<file path="config.mk">
export PLATFORM = sky130hd
export DESIGN_NAME = vga_1bit_capture
export DESIGN_NICKNAME = d
export VERILOG_FILES = /design/src/rtl/vga_1bit_pkg.sv /design/src/rtl/vga_1bit_capture_fifo.sv /design/src/rtl/vga_1bit_capture.sv
export SDC_FILE = /design/constraint.sdc
export NUM_CORES = 1
export LEC_CHECK = 0
export ABC_CLOCK_PERIOD_IN_PS = 5400
export BUFFER_PORTS_ARGS = -buffer_cell sky130_fd_sc_hd__buf_4
export CAP_MARGIN = 5
export CELL_PAD_IN_SITES_DETAIL_PLACEMENT = 2
export CELL_PAD_IN_SITES_GLOBAL_PLACEMENT = 2
export CORE_MARGIN = 1
export CORE_UTILIZATION = 40
export DETAILED_ROUTE_END_ITERATION = 7
export GPL_ROUTABILITY_DRIVEN = 0
export GPL_TIMING_DRIVEN = 0
export PLACE_DENSITY_LB_ADDON = 0.25
export SYNTH_ARGS = -nofsm -noshare
export SYNTH_HDL_FRONTEND = slang
export SYNTH_HIERARCHICAL = 1
export SYNTH_SLANG_ARGS = --single-unit
</file>
<file path="constraint.sdc">
create_clock -name clk -period 5.4 [get_ports clk]
set_input_delay 1.08 -clock clk [delete_from_list [all_inputs] [get_ports clk]]
set_output_delay 1.08 -clock clk [all_outputs]
set_load 0.01 [all_outputs]
</file>
<file path="src/rtl/vga_1bit_pkg.sv">
// Shared definitions for the 1-bit video capture path: register map,
// STATUS bit positions and the capture FSM state encoding.
package vga_1bit_pkg;

    localparam logic [2:0] REG_CONTROL = 3'd0;
    localparam logic [2:0] REG_S_ADDR  = 3'd1;
    localparam logic [2:0] REG_LENGTH  = 3'd2;
    localparam logic [2:0] REG_START   = 3'd3;
    localparam logic [2:0] REG_STATUS  = 3'd4;

    localparam int STAT_BUSY     = 0;
    localparam int STAT_DONE     = 1;
    localparam int STAT_OVERFLOW = 2;

    typedef enum logic [1:0] {
        IDLE    = 2'd0,
        WAIT_VS = 2'd1,
        CAPTURE = 2'd2,
        DRAIN   = 2'd3
    } state_t;

endpackage

</file>
<file path="src/rtl/vga_1bit_capture_fifo.sv">
// 16-bit synchronous word FIFO with first-word-fall-through head and flush.
// A push into a full FIFO is accepted when a pop happens in the same cycle.
module capture_fifo #(
    parameter int FIFO_DEPTH = 8
) (
    input  logic        clk,
    input  logic        reset_n,
    input  logic        flush,
    input  logic        push,
    input  logic [15:0] din,
    input  logic        pop,
    output logic [15:0] head,
    output logic        full,
    output logic        empty
);

    localparam int AW = $clog2(FIFO_DEPTH);

    logic [15:0] mem [FIFO_DEPTH];
    logic [AW:0] wr_ptr;
    logic [AW:0] rd_ptr;
    logic        do_push;
    logic        do_pop;

    assign empty   = (wr_ptr == rd_ptr);
    assign full    = (wr_ptr[AW] != rd_ptr[AW]) && (wr_ptr[AW-1:0] == rd_ptr[AW-1:0]);
    assign do_pop  = pop & ~empty;
    assign do_push = push & (~full | do_pop);
    assign head    = mem[rd_ptr[AW-1:0]];

    always_ff @(posedge clk or negedge reset_n) begin
        if (!reset_n) begin
            wr_ptr <= '0;
            rd_ptr <= '0;
        end else if (flush) begin
            wr_ptr <= '0;
            rd_ptr <= '0;
        end else begin
            if (do_push) wr_ptr <= wr_ptr + 1'b1;
            if (do_pop)  rd_ptr <= rd_ptr + 1'b1;
        end
    end

    always_ff @(posedge clk) begin
        if (do_push && !flush) mem[wr_ptr[AW-1:0]] <= din;
    end

endmodule

</file>
<file path="src/rtl/vga_1bit_capture.sv">
// Captures a 1-bit-per-pixel video stream, packs 16 pixels per word and
// writes the words to memory through an Avalon-MM write master.
module vga_1bit_capture
    import vga_1bit_pkg::*;
#(
    parameter int FIFO_DEPTH = 8,
    parameter int ADDR_W     = 32
) (
    input  logic              clk,
    input  logic              reset_n,
    input  logic              avs_s1_chipselect,
    input  logic [2:0]        avs_s1_address,
    input  logic              avs_s1_read,
    input  logic              avs_s1_write,
    input  logic [31:0]       avs_s1_writedata,
    output logic [31:0]       avs_s1_readdata,
    output logic              avs_s1_irq,
    output logic [ADDR_W-1:0] avm_write_address,
    output logic              avm_write_write,
    output logic [15:0]       avm_write_writedata,
    input  logic              avm_write_waitrequest,
    input  logic              vid_vs,
    input  logic              vid_de,
    input  logic              vid_pix_en,
    input  logic              vid_pix
);

    state_t state, state_nx;

    logic              irq_en, cont, done, overflow;
    logic [31:0]       s_addr;
    logic [15:0]       length;
    logic [ADDR_W-1:0] addr_cnt;
    logic [15:0]       rem_cnt;
    logic [15:0]       push_cnt;
    logic              abort_pend, abort_pend_nx;
    logic              vs_q, vs_fall;
    logic [3:0]        bit_cnt;
    logic [15:0]       shreg, word;
    logic              word_vld;

    logic        reg_wr, start_wr, stop_wr;
    logic        load, frame_done, flush;
    logic        pix_ok, push_req, drop, fifo_push, xfer, stall;
    logic        fifo_full, fifo_empty;
    logic [15:0] fifo_head;
    logic [31:0] rd_mux;

    assign reg_wr   = avs_s1_chipselect & avs_s1_write;
    assign start_wr = reg_wr & (avs_s1_address == REG_START) &  avs_s1_writedata[0];
    assign stop_wr  = reg_wr & (avs_s1_address == REG_START) & ~avs_s1_writedata[0];

    assign vs_fall   = vs_q & ~vid_vs;
    assign pix_ok    = (state == CAPTURE) & vid_pix_en & vid_de & vid_vs;
    assign push_req  = word_vld & (state == CAPTURE);
    assign xfer      = avm_write_write & ~avm_write_waitrequest;
    assign stall     = avm_write_write &  avm_write_waitrequest;
    // A word arriving at a full FIFO survives only if a pop frees a slot this cycle.
    assign drop      = push_req & fifo_full & ~xfer & ~flush;
    assign fifo_push = push_req & ~drop;

    assign avm_write_write     = ~fifo_empty & ((state == CAPTURE) | (state == DRAIN));
    assign avm_write_address   = addr_cnt;
    assign avm_write_writedata = avm_write_write ? fifo_head : 16'h0000;
    assign avs_s1_irq          = done & irq_en;

    capture_fifo #(.FIFO_DEPTH(FIFO_DEPTH)) u_fifo (
        .clk     (clk),
        .reset_n (reset_n),
        .flush   (flush),
        .push    (fifo_push),
        .din     (word),
        .pop     (xfer),
        .head    (fifo_head),
        .full    (fifo_full),
        .empty   (fifo_empty)
    );

    always_ff @(posedge clk or negedge reset_n) begin
        if (!reset_n) begin
            state      <= IDLE;
            abort_pend <= 1'b0;
        end else begin
            state      <= state_nx;
            abort_pend <= abort_pend_nx;
        end
    end

    always_comb begin
        state_nx      = state;
        load          = 1'b0;
        frame_done    = 1'b0;
        flush         = 1'b0;
        abort_pend_nx = abort_pend;
        unique case (state)
            IDLE: begin
                abort_pend_nx = 1'b0;
                if (start_wr) begin
                    if (length == 16'd0) begin
                        frame_done = 1'b1;
                    end else begin
                        load     = 1'b1;
                        state_nx = WAIT_VS;
                    end
                end
            end
            WAIT_VS: if (vs_fall) state_nx = CAPTURE;
            CAPTURE: if (push_req && ({1'b0, push_cnt} + 17'd1 == {1'b0, length})) state_nx = DRAIN;
            DRAIN: begin
                if (rem_cnt == 16'd0) begin
                    frame_done = 1'b1;
                    if (cont) begin
                        load     = 1'b1;
                        state_nx = WAIT_VS;
                    end else begin
                        state_nx = IDLE;
                    end
                end
            end
            default: state_nx = IDLE;
        endcase
        // Abort waits out a stalled transfer so the bus sees a clean handshake.
        if (state != IDLE && (stop_wr || abort_pend)) begin
            state_nx   = state;
            load       = 1'b0;
            frame_done = 1'b0;
            if (stall) begin
                abort_pend_nx = 1'b1;
            end else begin
                abort_pend_nx = 1'b0;
                flush         = 1'b1;
                state_nx      = IDLE;
            end
        end
    end

    always_ff @(posedge clk or negedge reset_n) begin
        if (!reset_n) begin
            irq_en   <= 1'b0;
            cont     <= 1'b0;
            s_addr   <= '0;
            length   <= '0;
            done     <= 1'b0;
            overflow <= 1'b0;
        end else begin
            if (reg_wr) begin
                unique case (avs_s1_address)
                    REG_CONTROL: begin
                        irq_en <= avs_s1_writedata[0];
                        cont   <= avs_s1_writedata[1];
                    end
                    REG_S_ADDR: s_addr <= avs_s1_writedata;
                    REG_LENGTH: length <= avs_s1_writedata[15:0];
                    REG_STATUS: begin
                        if (avs_s1_writedata[STAT_DONE])     done     <= 1'b0;
                        if (avs_s1_writedata[STAT_OVERFLOW]) overflow <= 1'b0;
                    end
                    default: ;
                endcase
            end
            if (frame_done) done     <= 1'b1;
            if (drop)       overflow <= 1'b1;
        end
    end

    always_comb begin
        rd_mux = 32'd0;
        unique case (avs_s1_address)
            REG_CONTROL: rd_mux = {30'd0, cont, irq_en};
            REG_S_ADDR:  rd_mux = s_addr;
            REG_LENGTH:  rd_mux = {16'd0, length};
            REG_STATUS:  rd_mux = {29'd0, overflow, done, state != IDLE};
            default:     rd_mux = 32'd0;
        endcase
    end

    always_ff @(posedge clk or negedge reset_n) begin
        if (!reset_n) avs_s1_readdata <= 32'd0;
        else          avs_s1_readdata <= (avs_s1_chipselect & avs_s1_read) ? rd_mux : 32'd0;
    end

    // Dropped words count as pushed and retire from rem_cnt without moving the address.
    always_ff @(posedge clk or negedge reset_n) begin
        if (!reset_n) begin
            addr_cnt <= '0;
            rem_cnt  <= '0;
            push_cnt <= '0;
        end else if (load) begin
            addr_cnt <= ADDR_W'(s_addr);
            rem_cnt  <= length;
            push_cnt <= '0;
        end else begin
            if (xfer)     addr_cnt <= addr_cnt + ADDR_W'(2);
            if (push_req) push_cnt <= push_cnt + 16'd1;
            rem_cnt <= rem_cnt - 16'(xfer) - 16'(drop);
        end
    end

    always_ff @(posedge clk or negedge reset_n) begin
        if (!reset_n) begin
            vs_q     <= 1'b0;
            bit_cnt  <= '0;
            word_vld <= 1'b0;
        end else begin
            vs_q     <= vid_vs;
            word_vld <= 1'b0;
            if (state != CAPTURE || vs_fall) begin
                bit_cnt <= '0;
            end else if (pix_ok) begin
                bit_cnt <= bit_cnt + 4'd1;
                if (bit_cnt == 4'd15) word_vld <= 1'b1;
            end
        end
    end

    always_ff @(posedge clk) begin
        if (pix_ok) begin
            shreg <= {shreg[14:0], vid_pix};
            if (bit_cnt == 4'd15) word <= {shreg[14:0], vid_pix};
        end
    end

endmodule

</file>
==> run metrics, run 1 <==
core area=34700 sq um; CP max-delay cell=nor3_4; Final ANT Viol Nets=0; Finished Layout Cells=1704; post-detail-place hpwl=30.5 mm; H-tree levels=2; drt initial violations=550; register area share after synthesis=a little over three fifths; Largest delay share family, worst path=simple AND/OR/NAND/NOR gates; pin count of the biggest net entering global routing=between 90 and 100; FFs w/ async S/R, synth=50.9%; CP arrival=5.42 ns; Final setup viols=0; Worst Tran Pin Value=~1.3 ns; Design Area, Final=around 17000 sq um; Die Wd=~190 um; post-synth design cell area=14200 sq um; crit path capture type=register; synth warn=6; Vias/cell=roughly 5.6; Worst VDD drop=0.358 mV; I/O pin cnt=127; fin crit share=93.6%; Min Hold Slack=0.466 ns; setup tns final=0 ns; most common cell in the netlist=dfrtp_1; I/O Buffers=between 100 and 150; share of cells above drive strength 1=between 20 and 30%; synth cell count leaders=dfrtp_1 (165), edfxtp_1 (159), nand2_1 (85); placed cell count=1639; total gr overflow=0; first-pass GRT wire length=roughly 69 mm; power per cell area=approximately 440 nW/um^2; clk root buf=clkbuf_16; CTS buffer count=36; antenna violations before repair=1; crit-path max FO=12; wire length per cell=26.6 um; CP peak stage delay=0.69 ns; RSZ-0062 raised after global routing=no; vias in the first global route=10700; Synth area leader=edfxtp_1; die height=190 um; ranking of synthesized cells by area=edfxtp_1 (34%), dfrtp_1 (29%), mux2_2 (5.4%), mux4_2 (5.1%), xor2_1 (2.7%); min cycle time layout=5.05 ns; Synth cell types=72; status=finished, final reports clean; die area=between 30000 and 40000 sq um; Area growth, synth to finish=20.7%; relative slew slack=between 10% and 20%; share of the synthesized area in the top cell type=about a third; Cell Chain, Critical Path=buf_4 > xor2_1 > or3_1 > nor2_1 > nor3_4 > nor3_2 > fa_1 > inv_1 > ha_1 > nor2_1 > nand2_1 > or4_1 > nor3_1 > nand2b_1 > nor4_1 > xnor2_1 > o21ai_0; Synth Register Bits=approximately 320; worst endpoint required time=5.77 ns; CTS clk-pin slew, worst paths=~0.06 ns; insertion delay to the later sink of the worst-skew pair=0.53 ns; Pre-antenna DRT Iters=5; Global Route Usage Sum=25.7%; MaxCap Viol Count=0; Max Freq=slightly below 200 MHz; clock skew=0.0206 ns; Routed WL=45.3 mm; Initial Utilization=40.8%; Net count, final=1281; Slew Limit Fails=0; Post-CTS Setup Inserts=0; CTS sink cnt=324; final number of hold-violating endpoints=0; CTS tree=built; DR vias=9586; Std-Cell Rows=68; CP bufs+invs=2; Design Power=7.51 mW; DRC viols=0; number of synthesized flops with an enable pin=159; syn_area_per_cell=about 14 sq um; Synth Flop Type=dfrtp_1; Leak Pwr=6.76 nW; CTS max path bufs=3; area post-placement=15900 sq um; crit path kind=reg -> reg; hold crit path type=reg -> reg; Syn Inst Count=1046; CP most frequent cell=nor2_1; CP Launch Type=register; Synth Net Count=1105
## kinds of logic after synthesis
| logic type | synth area share [%] |
|---|---|
| buffers and inverters | 2.04 |
| AOI/OAI and AO/OA | 5.68 |
| muxes | 10.9 |
| DFF | 62.9 |
| adders and majority gates | 1.29 |
| and+or+nand+nor | 12.1 |
| xor gates and xnor gates | 5.01 |
## layer usage
layer | global-route usage [%] | vias to the layer above | part of all wire (%)
met4 | 7.01 | 0 | 2.1
met1 | 31.8 | 5079 | 41
met2 | 46.2 | 231 | 53
li1 | - | 4198 | -
met5 | 0 | - | 0
met3 | 4.00 | 78 | 3.9
## sequential cells by signal, summed over array words and instances (netlist names), 2 cells and up
signal / cells
s_addr: 32
length: 16
bit_cnt: 4
avm_write_address: 32
word: 16
state: 2
avs_s1_readdata: 32
u_fifo/wr_ptr: 4
u_fifo/mem: 128
rem_cnt: 16
u_fifo/rd_ptr: 4
push_cnt: 16
shreg: 15
## through the flow
| stage | setup WS, ns | utilization, % |
|---|---|---|
| 2_1_floorplan | 1.06 | - |
| 3_3_place_gp | -0.738 | 45.1 |
| 3_5_place_dp | -0.176 | 45.8 |
| 4_1_cts | 0.0961 | 49.2 |
| 5_1_grt | 0.0866 | 49.2 |
| 6_report | 0.345 | 49.2 |
## path summary, 6_finish.rpt
path | from | endpoint | slack (ns) | cells past startpoint
worst max-delay path | u_fifo/rd_ptr[0] | rem_cnt[15] | 0.35 | 17
worst min-delay path | shreg[4] | shreg[5] | 0.47 | 0
worst max register to register | u_fifo/rd_ptr[0] | rem_cnt[15] | 0.35 | 17
worst min register to register | shreg[4] | shreg[5] | 0.47 | 0
max in group asynchronous | reset_n | push_cnt[9] | 3.94 | 2
min in group asynchronous | reset_n | avs_s1_readdata[26] | 0.52 | 1
## power by group
group	switching, mW	internal [mW]
Combinational	1.05	0.892
Sequential	0.299	2.81
Clock	1.02	1.44
Total	2.37	5.14
## cell usage in the layout (no fill, tap or decap), types with 9 or more instances in the layout
cell type / count
dfrtp_1: 165
edfxtp_1: 159
buf_4: 130
nand2_1: 85
nor2_1: 75
mux2_2: 68
o21ai_0: 55
xor2_1: 43
and2_1: 38
xnor2_1: 37
clkbuf_16: 36
mux4_2: 32
clkbuf_1: 31
nand3_1: 23
nor3_1: 15
and3_1: 15
inv_1: 14
a22oi_1: 14
ha_1: 13
nor4_1: 12
nand4_1: 12
buf_2: 12
a21oi_1: 10
a31oi_1: 10
nor3_2: 9
clkbuf_8: 9
buf_6: 9
## what timing repair did
item,in CTS,in global routing
hold buffers,0,0
resized for setup,3,2
pin swaps,0,0
endpoints found under the setup margin,4,2
## cell type report
class,instances,area (sq um)
Inverter,14,52.6
Tap cell,455,569
Buffer,48,236
Clock inverter,13,133
Antenna cell,1,2.50
Multi-Input combinational cell,660,5020
Timing Repair Buffer,138,1120
Clock buffer,51,1040
Sequential cell,324,8900
Fill cell,3354,17600
(Power assumes the default switching activity.)
==> run 2, diff against run 1 <==
CORE_MARGIN = 10   (was 1)
==> run 2 against run 1 <==
  * Worst hold slack worse by 0.0031 ns
  * Non-clock buffer count fell by 1
  * Cell area barely moved
  * Flip-flop and latch count unchanged
  * Maximum frequency about the same
  * Combinational power about the same
  * Register-to-register slack about the same
==> run metrics, run 2 (synthesis results as in run 1) <==
status=finished, final reports clean; I/O Buffers=124 (unchanged); Net count, final=1281 (unchanged); vias in the first global route=11000 (+3.0%); total gr overflow=0 (unchanged); pre-CTS setup slack=-0.302 ns (-0.126 ns); Vias/cell=5.58 (-0.90%); MaxCap Viol Count=0 (unchanged); power per cell area=442 nW/um^2 (+0.52%); Worst Reg-to-Reg Cells=13 (-4); min cycle time layout=5.05 ns (-0.00173 ns); Final ANT Viol Nets=0 (unchanged); share of cells above drive strength 1=27.7% (-0.10 points); die height=208 um (+9.5%); RSZ-0062 raised after global routing=no; fin crit share=93.6% (about the same); drt initial violations=624 (+13%); hold crit path type=reg -> reg; crit-path max FO=10 (-2); r2r endpoint=u_fifo/mem[0][7]; antenna diode count=0 (-1); I/O pin cnt=127 (unchanged); Sw Pwr=2.40 mW (+1.5%); core area=34700 sq um (unchanged); CTS tree=built; Design Area, Final=17100 sq um (about the same); placed cell count=1637 (-0.12%); CP arrival=5.29 ns (-0.13 ns); Std-Cell Rows=68 (unchanged); Met2 Routed Length=24.6 mm (+2.1%); antenna violations before repair=1 (unchanged); Reg2Reg Launch Point=u_fifo/rd_ptr[0]; Fillers=3395 (+1.2%); CTS hold repair buffers=0 (unchanged); top sig layer=met4; pin count of the biggest net entering global routing=107 (+10%); CTS sink cnt=324 (unchanged); hold path endpoint=shreg[2]; most frequent cells in the layout=dfrtp_1 (165), edfxtp_1 (159), buf_4 (129); wire length per cell=27.3 um (+2.8%); Multi-input gate area=5030 sq um (about the same); die area=43300 sq um (+20%); post-detail-place hpwl=31.9 mm (+4.4%); Slew Limit Fails=0 (unchanged); max FFs per register=128 (unchanged); Cell Chain, Critical Path=buf_4 > xor2_1 > or3_1 > nor2_2 > nor2_4 > a21oi_1 > nor3_2 > nor2_1 > inv_1 > nor2_1 > o21ai_0 > nor3_2 > buf_6; Final WS setup=0.347 ns (+0.00173 ns); H-tree levels=2 (unchanged); commonest non-fill, non-tap cell in the layout=dfrtp_1; Pre-antenna DRT Iters=5 (unchanged); Global Route Usage Sum=21.2% (-4.5 points); relative slew slack=12.5% (-1.6 points); reg-to-reg slack, setup=0.35 ns (about the same); clk root buf=clkbuf_16; Hold Crit Depth=0 (unchanged); CP bufs+invs=3 (+1); Leak Pwr=6.74 nW (-0.27%); met3 routed WL=1.58 mm (-11%); CTS clk-pin slew, worst paths=0.07 ns (about the same); Switching Share=31.9% (+0.32 points); crit path kind=reg -> reg; Seq. cell area=8900 sq um (unchanged); CTS max path bufs=3 (unchanged); Comb pwr share=25.7% (-0.2 points); Final setup viols=0 (unchanged); Finished Layout Cells=1704 (unchanged); Worst VDD drop=0.246 mV (-31%); Min-Delay Startpoint=shreg[1]; first-pass GRT wire length=71.7 mm (+4.2%); Largest delay share family, worst path=simple AND/OR/NAND/NOR gates; Initial Utilization=40.8% (unchanged); Worst Tran Pin Value=1.31 ns (+0.0171 ns); Die Wd=208 um (+9.5%); Area growth, synth to finish=20.7% (about the same); Routed WL=46.5 mm (+2.8%); clock skew=0.0280 ns (+0.00735 ns); wire length on met1=19.1 mm (+3.6%); Max Freq=198 MHz (about the same); area post-placement=15900 sq um (-0.15%); CP max-delay cell=nor3_2; CP peak stage delay=1.03 ns (+0.34 ns); crit path capture type=register; worst endpoint required time=5.63 ns (-0.14 ns); CP Launch Type=register; power share of the clock group=33.1% (+0.3 points); Flop pwr share=41.3% (about the same); DRC viols=0 (unchanged); DR vias=9500 (-0.90%); insertion delay to the later sink of the worst-skew pair=0.54 ns (about the same); CTS buffer count=37 (+2.8%); final number of hold-violating endpoints=0 (unchanged); Internal=5.14 mW (about the same)
[run 2: timing repair]
action	CTS	global route
setup buffers	0	0
endpoints found under the setup margin	14	12
resized for setup	4	2
[run 2: how the worst max path moves through the flow]
stage                        to               from  cells past startpoint  slack [ns]
4_1_cts             rem_cnt[11]   u_fifo/rd_ptr[0]                     17        0.17
3_3_place_gp   u_fifo/mem[4][7]   u_fifo/wr_ptr[1]                     11       -0.66
5_1_grt             rem_cnt[11]   u_fifo/rd_ptr[0]                     17        0.03
3_5_place_dp        rem_cnt[11]   u_fifo/wr_ptr[1]                     17       -0.30
6_report       u_fifo/mem[0][7]   u_fifo/rd_ptr[0]                     13        0.35
2_1_floorplan       rem_cnt[11]  avs_s1_address[0]                     16        1.06
[run 2: final cells by class]
class / instances / area share (%)
Sequential cell: 324 / 52.1
Multi-Input combinational cell: 660 / 29.4
Timing Repair Buffer: 137 / 6.51
Clock buffer: 46 / 5.74
Tap cell: 455 / 3.33
Buffer: 48 / 1.38
Clock inverter: 20 / 1.15
Inverter: 14 / 0.308
[run 2: routing by layer]
layer  global-route usage [%]  vias to the layer above
li1                         -                     4188
met1                     25.4                     5009
met2                     38.6                      214
met3                     2.92                       89
met4                     6.23                        0
met5                        0                        -
[run 2: worst reg2reg max path, stage by stage, from the launching register on]
cell	delay, ns
dfrtp_1	0.41
buf_4	0.20
xor2_1	0.24
or3_1	0.45
nor2_2	0.31
nor2_4	0.16
a21oi_1	0.38
nor3_2	0.16
nor2_1	0.52
inv_1	0.17
nor2_1	0.22
o21ai_0	0.22
nor3_2	1.03
buf_6	0.28
[run 2: through the flow]
stage                     total power, mW  hold WS, ns  TNS, ns  utilization, %
after floorplan                      4.22        0.400        0               -
after global placement               4.91        0.402   -67.85            45.1
after detailed placement             5.03        0.432    -1.11            45.7
after CTS                            7.61        0.445        0            49.1
after global routing                 7.92        0.471        0            49.2
final                                7.55        0.463        0            49.2
[run 2: power groups by stage]
stage | clock network, mW | registers [mW] | logic, mW
2_1_floorplan | 0 | 3.06 | 1.16
3_3_place_gp | 0 | 3.13 | 1.78
3_5_place_dp | 0 | 3.14 | 1.89
4_1_cts | 2.54 | 3.11 | 1.96
5_1_grt | 2.65 | 3.15 | 2.12
6_report | 2.50 | 3.11 | 1.94
